===== config.mk =====
export PLATFORM = sky130hd
export DESIGN_NAME = lfsr_codec
export DESIGN_NICKNAME = d
export VERILOG_FILES = /design/src/rtl/lfsr_pkg.sv /design/src/rtl/lfsr_step.sv /design/src/rtl/lfsr_codec.sv
export SDC_FILE = /design/constraint.sdc
export NUM_CORES = 1
export LEC_CHECK = 0
export BUFFER_PORTS_ARGS = -buffer_cell sky130_fd_sc_hd__buf_2
export CAP_MARGIN = 15
export CORE_UTILIZATION = 60
export CTS_CLUSTER_SIZE = 14
export DETAILED_ROUTE_END_ITERATION = 8
export PLACE_DENSITY = 0.92
export SETUP_SLACK_MARGIN = 0.05
export SLEW_MARGIN = 10
export SYNTH_ARGS = -nofsm -noshare
export SYNTH_HDL_FRONTEND = slang
export SYNTH_SLANG_ARGS = --single-unit

===== constraint.sdc =====
create_clock -name clk -period 4.36 [get_ports clk]
set_input_delay 1.308 -clock clk [delete_from_list [all_inputs] [get_ports clk]]
set_output_delay 1.308 -clock clk [all_outputs]
set_load 0.02 [all_outputs]

===== src/rtl/lfsr_pkg.sv =====
// lfsr_codec shared types
// FSM states and job mode encoding
package lfsr_pkg;

  typedef enum logic [2:0] {
    S_IDLE,
    S_HDR,
    S_PAD,
    S_XFER,
    S_FIN
  } state_e;

  typedef enum logic {
    ENC = 1'b0,
    DEC = 1'b1
  } mode_e;

  localparam int HDR_WORDS = 4;

endpackage


===== src/rtl/lfsr_step.sv =====
// Fibonacci-style LFSR keystream register
// Load seed, advance by one shift on enable
module lfsr_step #(
  parameter int WIDTH = 8
) (
  input  logic             clk_i,
  input  logic             init_i,
  input  logic             load_i,
  input  logic [WIDTH-1:0] seed_i,
  input  logic             en_i,
  input  logic [WIDTH-1:0] taps_i,
  output logic [WIDTH-1:0] state_o
);

  logic [WIDTH-1:0] state_q;
  logic [WIDTH-1:0] state_d;

  // next state: shift left, feedback parity of tapped bits
  always_comb begin
    state_d = state_q;
    if (load_i) begin
      state_d = seed_i;
    end else if (en_i) begin
      state_d = {state_q[WIDTH-2:0], ^(state_q & taps_i)};
    end
  end

  // state register
  always_ff @(posedge clk_i) begin
    if (init_i) state_q <= '0;
    else        state_q <= state_d;
  end

  assign state_o = state_q;

endmodule


===== src/rtl/lfsr_codec.sv =====
// LFSR stream codec with padded preamble
// Reads header, writes/checks pad, then xors message
module lfsr_codec
  import lfsr_pkg::*;
#(
  parameter int WIDTH    = 8,
  parameter int AW       = 8,
  parameter int HDR_BASE = 61,
  parameter int SRC_BASE = 0,
  parameter int DST_BASE = 64,
  parameter logic [WIDTH-1:0] PAD_CHAR = WIDTH'(8'hA0)
) (
  input  logic             clk,
  input  logic             init,
  input  logic             start,
  input  logic             mode,
  output logic [AW-1:0]    mem_raddr,
  input  logic [WIDTH-1:0] mem_rdata,
  output logic [AW-1:0]    mem_waddr,
  output logic [WIDTH-1:0] mem_wdata,
  output logic             mem_wen,
  output logic             busy,
  output logic             done,
  output logic             err
);

  state_e           state_q, state_d;
  mode_e            mode_q, mode_d;
  logic [WIDTH-1:0] cnt_q, cnt_d;
  logic [WIDTH-1:0] taps_q, taps_d;
  logic [WIDTH-1:0] pad_q, pad_d;
  logic [WIDTH-1:0] len_q, len_d;
  logic             busy_q, busy_d;
  logic             done_q, done_d;
  logic             err_q, err_d;
  logic             wen_q, wen_d;
  logic [AW-1:0]    waddr_q, waddr_d;
  logic [WIDTH-1:0] wdata_q, wdata_d;

  logic [AW-1:0]    raddr;
  logic             ks_ld;
  logic             ks_en;
  logic [WIDTH-1:0] ks;
  logic             fin;
  logic [WIDTH-1:0] km1;
  logic [AW-1:0]    kidx;
  logic [AW-1:0]    soff;
  logic [AW-1:0]    doff;
  logic [WIDTH-1:0] xr;

  lfsr_step #(.WIDTH(WIDTH)) u_step (
    .clk_i  (clk),
    .init_i (init),
    .load_i (ks_ld),
    .seed_i (mem_rdata),
    .en_i   (ks_en),
    .taps_i (taps_q),
    .state_o(ks)
  );

  // data for index cnt-1 arrives while cnt is issued
  assign km1  = cnt_q - 1'b1;
  assign kidx = AW'(km1);
  assign soff = (mode_q == ENC) ? '0 : AW'(pad_q);
  assign doff = (mode_q == ENC) ? AW'(pad_q) : '0;
  assign xr   = mem_rdata ^ ks;

  // next-state, read address and write staging
  always_comb begin
    state_d = state_q;
    mode_d  = mode_q;
    cnt_d   = cnt_q;
    taps_d  = taps_q;
    pad_d   = pad_q;
    len_d   = len_q;
    busy_d  = busy_q;
    done_d  = done_q;
    err_d   = err_q;
    wen_d   = 1'b0;
    waddr_d = waddr_q;
    wdata_d = wdata_q;
    raddr   = '0;
    ks_ld   = 1'b0;
    ks_en   = 1'b0;
    fin     = 1'b0;
    unique case (state_q)
      S_IDLE: begin
        if (start) begin
          mode_d  = mode_e'(mode);
          done_d  = 1'b0;
          err_d   = 1'b0;
          busy_d  = 1'b1;
          cnt_d   = '0;
          state_d = S_HDR;
        end
      end
      S_HDR: begin
        raddr = AW'(HDR_BASE) + AW'(cnt_q);
        cnt_d = cnt_q + 1'b1;
        unique case (1'b1)
          (cnt_q == WIDTH'(1)): ks_ld  = 1'b1;
          (cnt_q == WIDTH'(2)): taps_d = mem_rdata;
          (cnt_q == WIDTH'(3)): pad_d  = mem_rdata;
          (cnt_q == WIDTH'(HDR_WORDS)): begin
            len_d = mem_rdata;
            cnt_d = '0;
            if (ks == '0) begin
              err_d = 1'b1;
              fin   = 1'b1;
            end else if (pad_q != '0) begin
              state_d = S_PAD;
            end else if (mem_rdata != '0) begin
              state_d = S_XFER;
            end else begin
              fin = 1'b1;
            end
          end
          default: ;
        endcase
      end
      S_PAD: begin
        raddr = AW'(SRC_BASE) + AW'(cnt_q);
        cnt_d = cnt_q + 1'b1;
        if (cnt_q != '0) begin
          ks_en = 1'b1;
          if (mode_q == ENC) begin
            wen_d   = 1'b1;
            waddr_d = AW'(DST_BASE) + kidx;
            wdata_d = PAD_CHAR ^ ks;
          end else if (xr != PAD_CHAR) begin
            err_d = 1'b1;
          end
          if (cnt_q == pad_q) begin
            cnt_d = '0;
            if (len_q != '0) state_d = S_XFER;
            else             fin     = 1'b1;
          end
        end
      end
      S_XFER: begin
        raddr = AW'(SRC_BASE) + soff + AW'(cnt_q);
        cnt_d = cnt_q + 1'b1;
        if (cnt_q != '0) begin
          ks_en   = 1'b1;
          wen_d   = 1'b1;
          waddr_d = AW'(DST_BASE) + doff + kidx;
          wdata_d = xr;
          if (cnt_q == len_q) begin
            cnt_d = '0;
            fin   = 1'b1;
          end
        end
      end
      S_FIN: begin
        state_d = S_IDLE;
      end
      default: begin
        state_d = S_IDLE;
      end
    endcase
    if (fin) begin
      state_d = S_FIN;
      busy_d  = 1'b0;
      done_d  = 1'b1;
    end
  end

  // state and datapath registers
  always_ff @(posedge clk) begin
    if (init) begin
      state_q <= S_IDLE;
      mode_q  <= ENC;
      cnt_q   <= '0;
      taps_q  <= '0;
      pad_q   <= '0;
      len_q   <= '0;
      busy_q  <= 1'b0;
      done_q  <= 1'b0;
      err_q   <= 1'b0;
      wen_q   <= 1'b0;
      waddr_q <= '0;
      wdata_q <= '0;
    end else begin
      state_q <= state_d;
      mode_q  <= mode_d;
      cnt_q   <= cnt_d;
      taps_q  <= taps_d;
      pad_q   <= pad_d;
      len_q   <= len_d;
      busy_q  <= busy_d;
      done_q  <= done_d;
      err_q   <= err_d;
      wen_q   <= wen_d;
      waddr_q <= waddr_d;
      wdata_q <= wdata_d;
    end
  end

  assign mem_raddr = raddr;
  assign mem_waddr = waddr_q;
  assign mem_wdata = wdata_q;
  assign mem_wen   = wen_q;
  assign busy      = busy_q;
  assign done      = done_q;
  assign err       = err_q;

endmodule


==> impl_metrics.sql <==
INSERT INTO impl_metrics (metric_group, metric, value, unit) VALUES
('worst_setup_path', 'setup.worst_path.end_class', 'output pin', ''),
('timing', 'timing_max_transition_violations_final', '0', ''),
('cts', 'cts_sink_cnt', '64', ''),
('global_routing', 'grt_start_max_net_pins', '48', ''),
('routing', 'drtAntennaViolNets', '0', ''),
('layout', 'insertedDiodeCount', '0', ''),
('synth', 'synthArstFlopShare', '0', '%'),
('layout', 'layout.cells.most_common', 'nor2_1', ''),
('hold_path', 'hold_start', 'taps_q[6]', ''),
('floorplanning', 'std_cell_rows', '30', ''),
('synth', 'synth_cells', '552', ''),
('synth', 'synth_fp_nets', '591', ''),
('global_routing', 'grt_pass1_vias', '3766', ''),
('routing', 'wl_per_cell', '17.1', 'microns'),
('synth', 'synth_ff_type', 'dfxtp_1', ''),
('worst_setup_path', 'regToRegSetupSlack', '770', 'ps'),
('outcome', 'run_status', 'completed', ''),
('routing', 'drt-vias-per-instance', '6.13', ''),
('timing', 'fmax', '239', 'MHz'),
('worst_setup_path', 'path_type_of_the_worst_setup_path', 'register to output pin', ''),
('synth', 'synth_fa_ha_area_share', '8.20', '%'),
('cts', 'cell_at_the_root_of_the_clock_tree', 'clkbuf_8', ''),
('worst_setup_path', 'critical_path.max_fanout', '5', ''),
('worst_setup_path', 'crit_path_start_kind', 'register', ''),
('timing', 'rsz_0062_raised_after_global_routing', 'true', ''),
('placement', 'globalplace.congestion', '1.01', ''),
('floorplanning', 'core-area', '6870', 'sq um'),
('layout', 'filler_cell_count', '546', ''),
('power', 'p_per_area', '378', 'nW/um^2'),
('timing', 'timing.final.crit_share', '96.1', '%'),
('routing', 'drc', '0', ''),
('synth', 'synth_mux_area_share', '3.75', '%'),
('synth', 'post_synth_simple_gate_area', '26.3', '%'),
('worst_setup_path', 'cp.required', '3050', 'ps'),
('synth', 'largest_family_of_logic_cells_by_synthesized_area', 'simple AND/OR/NAND/NOR gates', ''),
('global_routing', 'grt.overflow.total', '0', ''),
('placement', 'place.detailed.hpwl', '8.10', 'mm'),
('cts', 'cts_buffer_depth', '2', ''),
('synth', 'post_synth_xor_area_fraction', '11.8', '%'),
('worst_setup_path', 'regToRegEndpoint', 'mem_waddr[7]', ''),
('worst_setup_path', 'worst_r2r_startpoint', 'cnt_q[1]', ''),
('cts', 'tritoncts_clock_tree', 'built', ''),
('worst_setup_path', 'worst_ep_arrival_time', '2880', 'ps'),
('synth', 'synth-seq-area-share', '29.8', '%'),
('cts', 'htreeDepth', '3', ''),
('flow_run', 'max_cap_violations', '0', ''),
('global_routing', 'grt_use_total', '31.6', '%'),
('floorplanning', 'initial_utilization', '62.6', '%'),
('cts', 'clock_insertion_delay_worst_skew', '360', 'ps'),
('synth', 'synth_enable_flop_cells', '0', ''),
('timing', 'fin_setup_tns', '0', 'ps'),
('synth', 'synth.ff_latch_count', '64', ''),
('synth', 'avgSynthCellArea', '7.79', 'sq um'),
('layout', 'syn_to_final_growth', '10.4', '%'),
('synth', 'post_synth_instance_area', '4300', 'sq um'),
('timing', 'final_hold_viol_count', '0', ''),
('global_routing', 'antenna_violations_before_repair', '0', ''),
('floorplanning', 'die_area', '7510', 'sq um'),
('cts', 'clkSlewWorstSetupHoldPaths', '80', 'ps'),
('timing', 'max-slew-margin-rel', '28.3', '%'),
('hold_path', 'timing.hold.worst_endpoint', 'taps_q[6]', ''),
('placement', 'buffer_ports.inserted', '39', ''),
('global_routing', 'grt_first_pass_wirelength', '18.2', 'mm'),
('floorplanning', 'die_x', '86.7', 'microns'),
('power', 'vdd.ir_drop.worst', '0.163', 'mV'),
('hold_path', 'hold_depth', '2', ''),
('routing', 'first_pass_iters', '5', ''),
('synth', 'synth_compound_area_share', '14.1', '%'),
('layout', 'drive_above_1_share', '14.9', '%'),
('layout', 'nets', '611', ''),
('timing', 'fin_skew', '15.1', 'ps');
[power breakdown]
group | internal [mW] | switching (mW) | total (mW)
combinational | 0.229 | 0.368 | 0.597
sequential | 0.615 | 0.0496 | 0.664
clock | 0.281 | 0.252 | 0.533
total | 1.12 | 0.670 | 1.79
[worst max path at each step]
stage,from,endpoint,slack [ps],depth (start not counted)
4_1_cts,state_q[1],mem_raddr[6],70,13
3_5_place_dp,mode_q,mem_raddr[6],470,12
6_report,state_q[0],mem_raddr[6],170,13
5_1_grt,state_q[0],mem_raddr[6],40,13
3_3_place_gp,state_q[1],mem_raddr[7],560,12
2_1_floorplan,state_q[0],mem_raddr[6],190,14
[stage by stage]
step	worst slack, ps	power [mW]	area, sq um	instances	hold slack [ps]
finish	169	1.79	4750	673	461
detailed placement	472	1.25	4530	657	450
floorplan	191	1.10	4300	552	436
global placement	555	1.23	4530	657	445
CTS	65.3	1.78	4740	673	461
global route	36.7	1.88	4750	673	475
[Yosys cell counts, types with 4 or more instances]
master | n | area share (%)
a31oi_1 | 4 | 0.58
nand2b_1 | 8 | 1.2
clkbuf_1 | 33 | 2.9
buf_2 | 7 | 0.81
xnor2_1 | 21 | 4.3
nor3_1 | 7 | 0.81
nor2b_1 | 10 | 1.5
a21oi_1 | 41 | 4.8
inv_1 | 19 | 1.7
ha_1 | 25 | 7.3
nor4_1 | 13 | 1.9
nor3_2 | 9 | 2.1
nor2_1 | 64 | 5.6
xor2_1 | 37 | 7.5
mux2i_1 | 15 | 3.5
nand4_1 | 4 | 0.58
dfxtp_1 | 64 | 30
a211oi_1 | 12 | 2.1
nand2_1 | 61 | 5.3
nand3_1 | 29 | 3.4
o21a_1 | 5 | 0.87
or3_1 | 7 | 1.0
o21ai_0 | 19 | 2.2
[routing by layer]
metal	global-route usage (%)	vias up	part of all wire (%)
met5	0	-	0
li1	-	1932	-
met1	40.0	1917	41
met2	52.7	230	46
met3	5.05	46	8.7
met4	15.0	0	4.0
[cell families (layout without fill, tap and decap cells)]
family                   Yosys count  in the layout
adder cells (fa/ha/maj)           27             27
AO/OA/AOI/OAI                     99             99
XOR/XNOR                          58             58
flip-flops                        64             64
AND/OR/NAND/NOR                  226            226
buffers and inverters             62             87
multiplexers                      16             16
[layout make-up]
| class | instances | area (sq um) | share of cell area [%] |
|---|---|---|---|
| multi-input combinational | 426 | 2770 | 58.4 |
| sequential | 64 | 1280 | 27.0 |
| timing repair buffer | 52 | 297 | 6.24 |
| clock buffer | 10 | 138 | 2.90 |
| tap | 96 | 120 | 2.53 |
| inverter | 19 | 71.3 | 1.50 |
| clock inverter | 6 | 67.6 | 1.42 |
[worst max-delay path: stages (launching register included)]
cell and delay [ps]:
dfxtp_1 340, inv_1 80, nor3_4 310, nand2_1 100
ha_1 210, inv_1 70, fa_1 200, nor2b_1 60
o21ai_1 160, a21oi_1 110, o21a_1 180, or3_1 310
a32o_1 240, buf_2 150
[timing repair]
| action | 4_1_cts | 5_1_grt |
|---|---|---|
| hold buffers | 0 | 0 |
| setup endpoints to repair | 0 | 2 |
| gates resized for setup | 0 | 5 |
| setup buffers | 0 | 0 |
[flip-flops by register name (all words and copies together) (netlist names)]
register / flops
err: 1
mem_wdata: 8
mem_waddr: 8
u_step.state_o: 8
pad_q: 8
taps_q: 8
mem_wen: 1
len_q: 8
mode_q: 1
done: 1
cnt_q: 8
state_q: 3
busy: 1
(Power assumes the default switching activity.)
